[src/rtl/types.sv]
`default_nettype none
// ============================================================================
//  Module      : types (package)
//  Description : Shared widths, records and constants for the mina2000 core
//                pipeline stages and the data bus.
//  Revision    : 1.0  initial release
// ============================================================================
package types;

  typedef logic [31:0] u32_t;
  typedef logic [3:0]  wrstb_t;
  typedef logic [4:0]  reg_addr_t;

  // Memory operation carried in the EX/MEM record; 2'b11 is illegal and
  // behaves exactly like NONE.
  typedef logic [1:0] mem_op_t;
  localparam mem_op_t MEM_OP_NONE    = 2'b00;
  localparam mem_op_t MEM_OP_LOAD    = 2'b01;
  localparam mem_op_t MEM_OP_STORE   = 2'b10;
  localparam mem_op_t MEM_OP_ILLEGAL = 2'b11;

  localparam wrstb_t WRSTB_WORD = 4'b1111;
  localparam wrstb_t WRSTB_NONE = 4'b0000;

  typedef struct packed {
    reg_addr_t rd_addr;
    u32_t      rd_data;
    mem_op_t   mem_op;
    u32_t      mem_data;
  } mem_params_t;

  typedef struct packed {
    reg_addr_t rd_addr;
    u32_t      rd_data;
  } wb_params_t;

  typedef enum logic [0:0] {MEM_ST_IDLE, MEM_ST_BUS} mem_state_e;

  typedef struct packed {
    logic   req;
    logic   we;
    u32_t   addr;
    u32_t   wdata;
    wrstb_t wrstb;
  } dbus_req_t;

  // True for operations that need a data-bus transaction.
  function automatic logic is_bus_op(mem_op_t op);
    return (op == MEM_OP_LOAD) || (op == MEM_OP_STORE);
  endfunction

endpackage
`default_nettype wire

[src/rtl/mem_stage.sv]
`default_nettype none
// ============================================================================
//  Module      : mem_stage
//  Description : Pipeline MEM stage. Passes non-memory instructions straight
//                to writeback, runs one data-bus transaction per load/store
//                while stalling upstream, and registers the WB record.
//  Revision    : 1.0  initial release
// ============================================================================
module mem_stage
  import types::*;
(
  input  logic        clk,
  input  logic        rst_n,
  input  logic        in_valid,
  input  mem_params_t in_params,
  output logic        stall,
  output logic        out_valid,
  output wb_params_t  out_params,
  output logic        dbus_req,
  output logic        dbus_we,
  output u32_t        dbus_addr,
  output u32_t        dbus_wdata,
  output wrstb_t      dbus_wrstb,
  input  logic        dbus_ack,
  input  u32_t        dbus_rdata
);

  mem_state_e state_q, state_d;
  dbus_req_t  dbus_q, dbus_d;
  reg_addr_t  rd_addr_q, rd_addr_d;
  logic       out_valid_q, out_valid_d;
  wb_params_t out_params_q, out_params_d;

  // State, bus and writeback registers; reset also abandons any open request.
  always_ff @(posedge clk) begin
    if (!rst_n) begin
      state_q      <= MEM_ST_IDLE;
      dbus_q       <= '0;
      rd_addr_q    <= '0;
      out_valid_q  <= 1'b0;
      out_params_q <= '0;
    end else begin
      state_q      <= state_d;
      dbus_q       <= dbus_d;
      rd_addr_q    <= rd_addr_d;
      out_valid_q  <= out_valid_d;
      out_params_q <= out_params_d;
    end
  end

  // Next-state, bus launch/retire and the combinational upstream stall.
  always_comb begin
    state_d      = state_q;
    dbus_d       = dbus_q;
    rd_addr_d    = rd_addr_q;
    out_valid_d  = 1'b0;
    out_params_d = out_params_q;
    stall        = 1'b0;

    case (state_q)
      MEM_ST_IDLE: begin
        if (in_valid) begin
          if (is_bus_op(in_params.mem_op)) begin
            // Hold upstream while the request is launched; the bus fields
            // then stay frozen in dbus_q until the responder acks.
            stall        = 1'b1;
            state_d      = MEM_ST_BUS;
            rd_addr_d    = in_params.rd_addr;
            dbus_d.req   = 1'b1;
            dbus_d.we    = (in_params.mem_op == MEM_OP_STORE);
            dbus_d.addr  = {in_params.rd_data[31:2], 2'b00};
            dbus_d.wdata = in_params.mem_data;
            dbus_d.wrstb = (in_params.mem_op == MEM_OP_STORE) ? WRSTB_WORD : WRSTB_NONE;
          end else begin
            out_valid_d  = 1'b1;
            out_params_d = '{rd_addr: in_params.rd_addr, rd_data: in_params.rd_data};
          end
        end
      end

      MEM_ST_BUS: begin
        if (dbus_ack) begin
          // Release upstream in the ack cycle so it advances at this edge.
          state_d     = MEM_ST_IDLE;
          dbus_d.req  = 1'b0;
          out_valid_d = 1'b1;
          if (dbus_q.we) begin
            out_params_d = '0;  // store retires as a harmless write to r0
          end else begin
            out_params_d = '{rd_addr: rd_addr_q, rd_data: dbus_rdata};
          end
        end else begin
          stall = 1'b1;
        end
      end
    endcase
  end

  assign out_valid  = out_valid_q;
  assign out_params = out_params_q;
  assign dbus_req   = dbus_q.req;
  assign dbus_we    = dbus_q.we;
  assign dbus_addr  = dbus_q.addr;
  assign dbus_wdata = dbus_q.wdata;
  assign dbus_wrstb = dbus_q.wrstb;

endmodule
`default_nettype wire
[config.mk]
export PLATFORM = sky130hd
export DESIGN_NAME = mem_stage
export DESIGN_NICKNAME = d
export VERILOG_FILES = /design/src/rtl/types.sv /design/src/rtl/mem_stage.sv
export SDC_FILE = /design/constraint.sdc
export NUM_CORES = 1
export LEC_CHECK = 0
export CAP_MARGIN = 20
export CORE_MARGIN = 2
export CORE_UTILIZATION = 36
export DETAILED_ROUTE_END_ITERATION = 10
export GPL_ROUTABILITY_DRIVEN = 0
export MAX_ROUTING_LAYER = met4
export PLACE_DENSITY = 0.82
export SLEW_MARGIN = 30
export SYNTH_ARGS = -nofsm -noshare
export SYNTH_HDL_FRONTEND = slang
export SYNTH_SLANG_ARGS = --single-unit
[constraint.sdc]
create_clock -name clk -period 2.11 [get_ports clk]
set_clock_uncertainty 0.2 [all_clocks]
set_input_delay 0.5275 -clock clk [delete_from_list [all_inputs] [get_ports clk]]
set_output_delay 0.5275 -clock clk [all_outputs]
set_load 0.01 [all_outputs]
**Word level (Yosys, flattened, before mapping)**

Index checks and enable logic that the tools add are counted.
W data, S select, Z words.

- Output and inout bits: 109
- Bits in registers: 112
- Bits of input ports: 107

- Reductions and logical operators: 4
- Muxes and demuxes: 18
- Equal/unequal tests: 6
- Bitwise logic cells: 1

Operator list:

| operator | number |
|---|---|
| $mux W37 | 4 |
| $mux W70 | 2 |
| $pmux W37 S2 | 1 |
| $reduce_and A3 Y1 | 3 |
| $ne A2 B2 Y1 const B | 4 |
| $mux W1 | 7 |
| $pmux W1 S2 | 3 |
| $mux W4 | 1 |
| $eq A2 B1 Y1 const B | 1 |
| $eq A2 B2 Y1 const B | 1 |
| $logic_or A1 B1 Y1 | 1 |
| $not A1 Y1 | 1 |

**Depth between registers and ports, before layout**

- Depth after elaboration: 5
- Depth in mapped cells: 8
- Depth with buffers taken out: 5

**Worst setup path after synthesis**

No wires, ideal clock.

- Path type: input-to-output
- From: input in_params[32] (netlist bit)
- To: output stall
- Setup slack: -295 ps
- Cell stages on the path: 6
- Arrival time: 1677 ps
- Data required time: 1382 ps
- Cells stage by stage: inv_1 > ha_1 > or3b_1 > buf_2 > buf_2 > o21ai_1

- Word-level cells in the longest chain between the ends: 5
- Elaborated cells between the ends (all ways): 6
- Classes of those cells: eq/ne (2); mux (3); reduce/logical (1)

RTL lines:

| element | line | text |
|---|---|---|
| start, declared | mem_stage.sv:15 | `input mem_params_t in_params,` |
| $eq A2 B1 Y1 or $eq A2 B2 Y1 (tied branches) | types.sv:49 | `return (op == MEM_OP_LOAD) \|\| (op == MEM_OP_STORE);` |
| $logic_or A1 B1 Y1 * | types.sv:49 |  |
| $mux W1 * | mem_stage.sv:63 | `if (is_bus_op(in_params.mem_op)) begin` |
| $mux W1 * | mem_stage.sv:62 | `if (in_valid) begin` |
| $pmux W1 S2 * | mem_stage.sv:60 | `case (state_q)` |
| end, declared | mem_stage.sv:16 | `output logic stall,` |

Mark *: on every way between the ends. The rest lies on a longest branch, timed or not.

**Final worst setup path**

Ends and elaborated chain as after synthesis.

==> reports/metrics.csv <==
stage,metric,value,unit
clocking,clk_pin_slew_worst_paths,0.07,ns
global_route,grt_remaining_overflow,0,
timing,slew_headroom,52.24,%
layout,final_design_area_no_fill,0.006895,mm^2
clocking,cts_setup_buffers,0,
pwr,powerDensity,739.3,mW/mm^2
clocking,htreeDepth,3,
timing,fin_ws,-0.08052,ns
drt,drtPass1Iterations,4,
global_route,track_usage,21.75,%
synthesis,netlist_area,0.004334,mm^2
die,fp.dieH,113.7,um
setup_path,cp_slowest_stage_delay,0.39,ns
placed_design,dpl-instance-area,0.006590,mm^2
pwr,p_total,0.005097,W
placed_design,io_buffer_count,213,
drt,drt-vias-per-instance,5.170,
min_path,hp-start,dbus_wdata[27],
die,die_w,113.7,um
pwr,p_leak,2.558,nW
drt,dr.first_iter.drc_count,215,
synthesis,netlist_instances,498,
synthesis,yosysSeqAreaShare,49.88,%
setup_path,cp.arrival,1.46,ns
clocking,clk_latency,0.34,ns
setup_path,required,1.38,ns
clocking,cts-buffers-inserted,9,
timing,rsz0062_at_grt,yes,
global_route,grt_antenna_before_repair,0,
min_path,hold_path.class,register to register,
timing,hold_violations,0,
setup_path,cp_num_buf_inv,3,
clocking,root_buffer,clkbuf_16,
layout,area_delta_synth_final,59.09,%
setup_path,end_kind,output pin,
global_route,grt_pass1_vias,4398,
setup_path,crit_family,simple AND/OR/NAND/NOR gates,
setup_path,crit_fanout,2,
pwr,vdd_drop_max,0.5016,mV
timing,period_share,103.8,%
clocking,clockBufferDepth,2,
job,maxCapViolations,0,
min_path,holdPathEnd,dbus_wdata[27],
clocking,tritoncts,yes,
die,rows,40,
layout,diodes,0,
drt,wl,13730,um
die,core,0.01186,mm^2
drt,routedWlPerCell,16.37,um
die,dieArea,0.01293,mm^2
drt,ant_nets,0,
timing,final.min_clock_period,2.191,ns
setup_path,cp_cell_sequence,buf_8 -> inv_4 -> ha_4 -> or3b_4 -> o21ai_4 -> buf_2,
setup_path,r2r-end,out_params[4],
drt,vias,4338,
global_route,grt_max_degree,69,
drt,drcViolationCount,0,
die,start_util,36.54,%
die,io-pin-count,216,
synthesis,synth-seq-cells,108,
timing,worst_pin_slew,0.7163,ns
setup_path,worstReg2RegStart,state_q,
layout,fill_cells,1024,
layout,instances_no_fill,839,
placed_design,dp_hpwl,9423,um
synthesis,yosysUniqueCellTypes,26,
clocking,clock_sinks,108,
setup_path,slowest_stage,or3b_4,
layout,final_nets,795,
setup_path,rr_worst_depth,6,
setup_path,r2r_setup_slack,0.26,ns
run_status,violations,setup timing,
synthesis,synth_area_per_cell,8.703,um^2
setup_path,cp-start-kind,input pin,
timing,max_freq,0.4565,GHz
timing,slew_violations,0,
timing,finalSetupViolCount,1,
placed_design,dp_cells,823,
setup_path,critPathKind,input pin to output pin,
run_status,status,"complete, but fails checks",
synthesis,ys_warn_count,0,
min_path,holdPathStages,2,
layout,drive_above_1_share,6.647,%
global_route,grt_pass1_wl,21840,um
==> metrics by stage <==
step / util (%) / hold WS, ns / setup TNS (ns) / worst slack, ns
3_5_place_dp: 55.56 / 0.2483 / -63.61 / -1.058
5_1_grt: 58.13 / 0.2802 / -0.1049 / -0.1049
3_3_place_gp: 55.56 / 0.2396 / -56.87 / -1.020
4_1_cts: 58.05 / 0.2583 / -1.202 / -0.09178
6_report: 58.13 / 0.2577 / -0.08052 / -0.08052
2_1_floorplan: - / 0.2351 / -0.07763 / -0.07763
==> report_power, final <==
part	switching [W]	internal, W	leakage, nW
registers	0.0000838	0.00220	0.886
clock network	0.000753	0.000951	0.144
logic	0.000500	0.000614	1.53
total	0.00134	0.00376	2.56
==> Yosys cell counts, drive strengths merged <==
library cell / count / share of area (%)
nor2b: 1 / 0.14
ha: 1 / 0.29
o31ai: 37 / 6.4
or3b: 1 / 0.20
and2: 3 / 0.43
nand2: 143 / 12
a21boi: 68 / 12
nor2: 1 / 0.087
buf: 34 / 4.5
a22oi: 30 / 5.2
conb: 1 / 0.087
and3b: 1 / 0.20
or2: 1 / 0.14
clkbuf: 19 / 1.6
nor3b: 2 / 0.61
dfxtp: 108 / 50
o21ai: 1 / 0.12
a31oi: 7 / 1.0
a21oi: 30 / 3.5
nand3b: 7 / 1.2
inv: 2 / 0.17
==> kinds of logic after synthesis <==
kind of cell	synth area share, %
compound gates	27.97
fa+ha+maj	0.2886
buf+inv	6.351
flops	49.88
other cells	0.08652
simple gates	15.42
==> per-layer routing <==
metal | vias up | GRT usage, % | share of wire, %
met5 | - | - | 0
met4 | 0 | 6.748 | 1.7
met3 | 19 | 4.942 | 6.9
met2 | 177 | 36.89 | 50
met1 | 2048 | 25.80 | 42
li1 | 2094 | - | -
==> worst max-delay path by stage <==
stage / startpoint / to / slack, ns / cells after the start
6_report: in_params[32] / stall / -0.08 / 6
5_1_grt: in_params[32] / stall / -0.10 / 6
4_1_cts: state_q / out_params[6] / -0.09 / 5
3_5_place_dp: in_params[32] / stall / -1.06 / 6
3_3_place_gp: in_params[32] / stall / -1.02 / 6
2_1_floorplan: in_params[33] / stall / -0.08 / 5
==> tightest hold or removal path: cells and delay by family, from the launching register on <==
family | cells | cell delay [ns]
compound gates | 1 | 0.05
flops | 1 | 0.31
simple gates | 1 | 0.05
==> placed cells by master (no fill, tap or decap), drive strengths merged, types with 3 or more instances in the layout <==
master         synthesis  layout
buf                   34      21
clkbuf                19      10
a21oi                 30      30
o31ai                 37      37
clkdlybuf4s50          0     208
dfxtp                108     108
nand2                143     143
a21boi                68      68
clkinv                 0       3
nand3b                 7       7
a31oi                  7       7
and2                   3       3
a22oi                 30      30
==> repair_timing <==
action | CTS | global route
setup endpoints to repair | 113 | 6
pin swaps | 2 | 0
hold buffers | 0 | 0
hold endpoints to repair | 0 | 0
gates resized for setup | 16 | 2
==> flip-flops by register name (all words and copies together) (netlist names) <==
name	flops
dbus_addr	30
dbus_req	1
dbus_wdata	32
dbus_wrstb	1
out_params	37
out_valid	1
rd_addr_q	5
state_q	1
==> final cells by class <==
cell class	count	area [um^2]	share of cell area, %
Timing Repair Buffer	230	2298	33.33
Clock buffer	10	239.0	3.466
Sequential cell	108	2163	31.37
Tap cell	147	183.9	2.667
Multi-Input combinational cell	336	1937	28.09
Inverter	2	10.01	0.1452
Clock inverter	6	63.81	0.9254
Note: power is estimated with default switching activity, not from simulation.
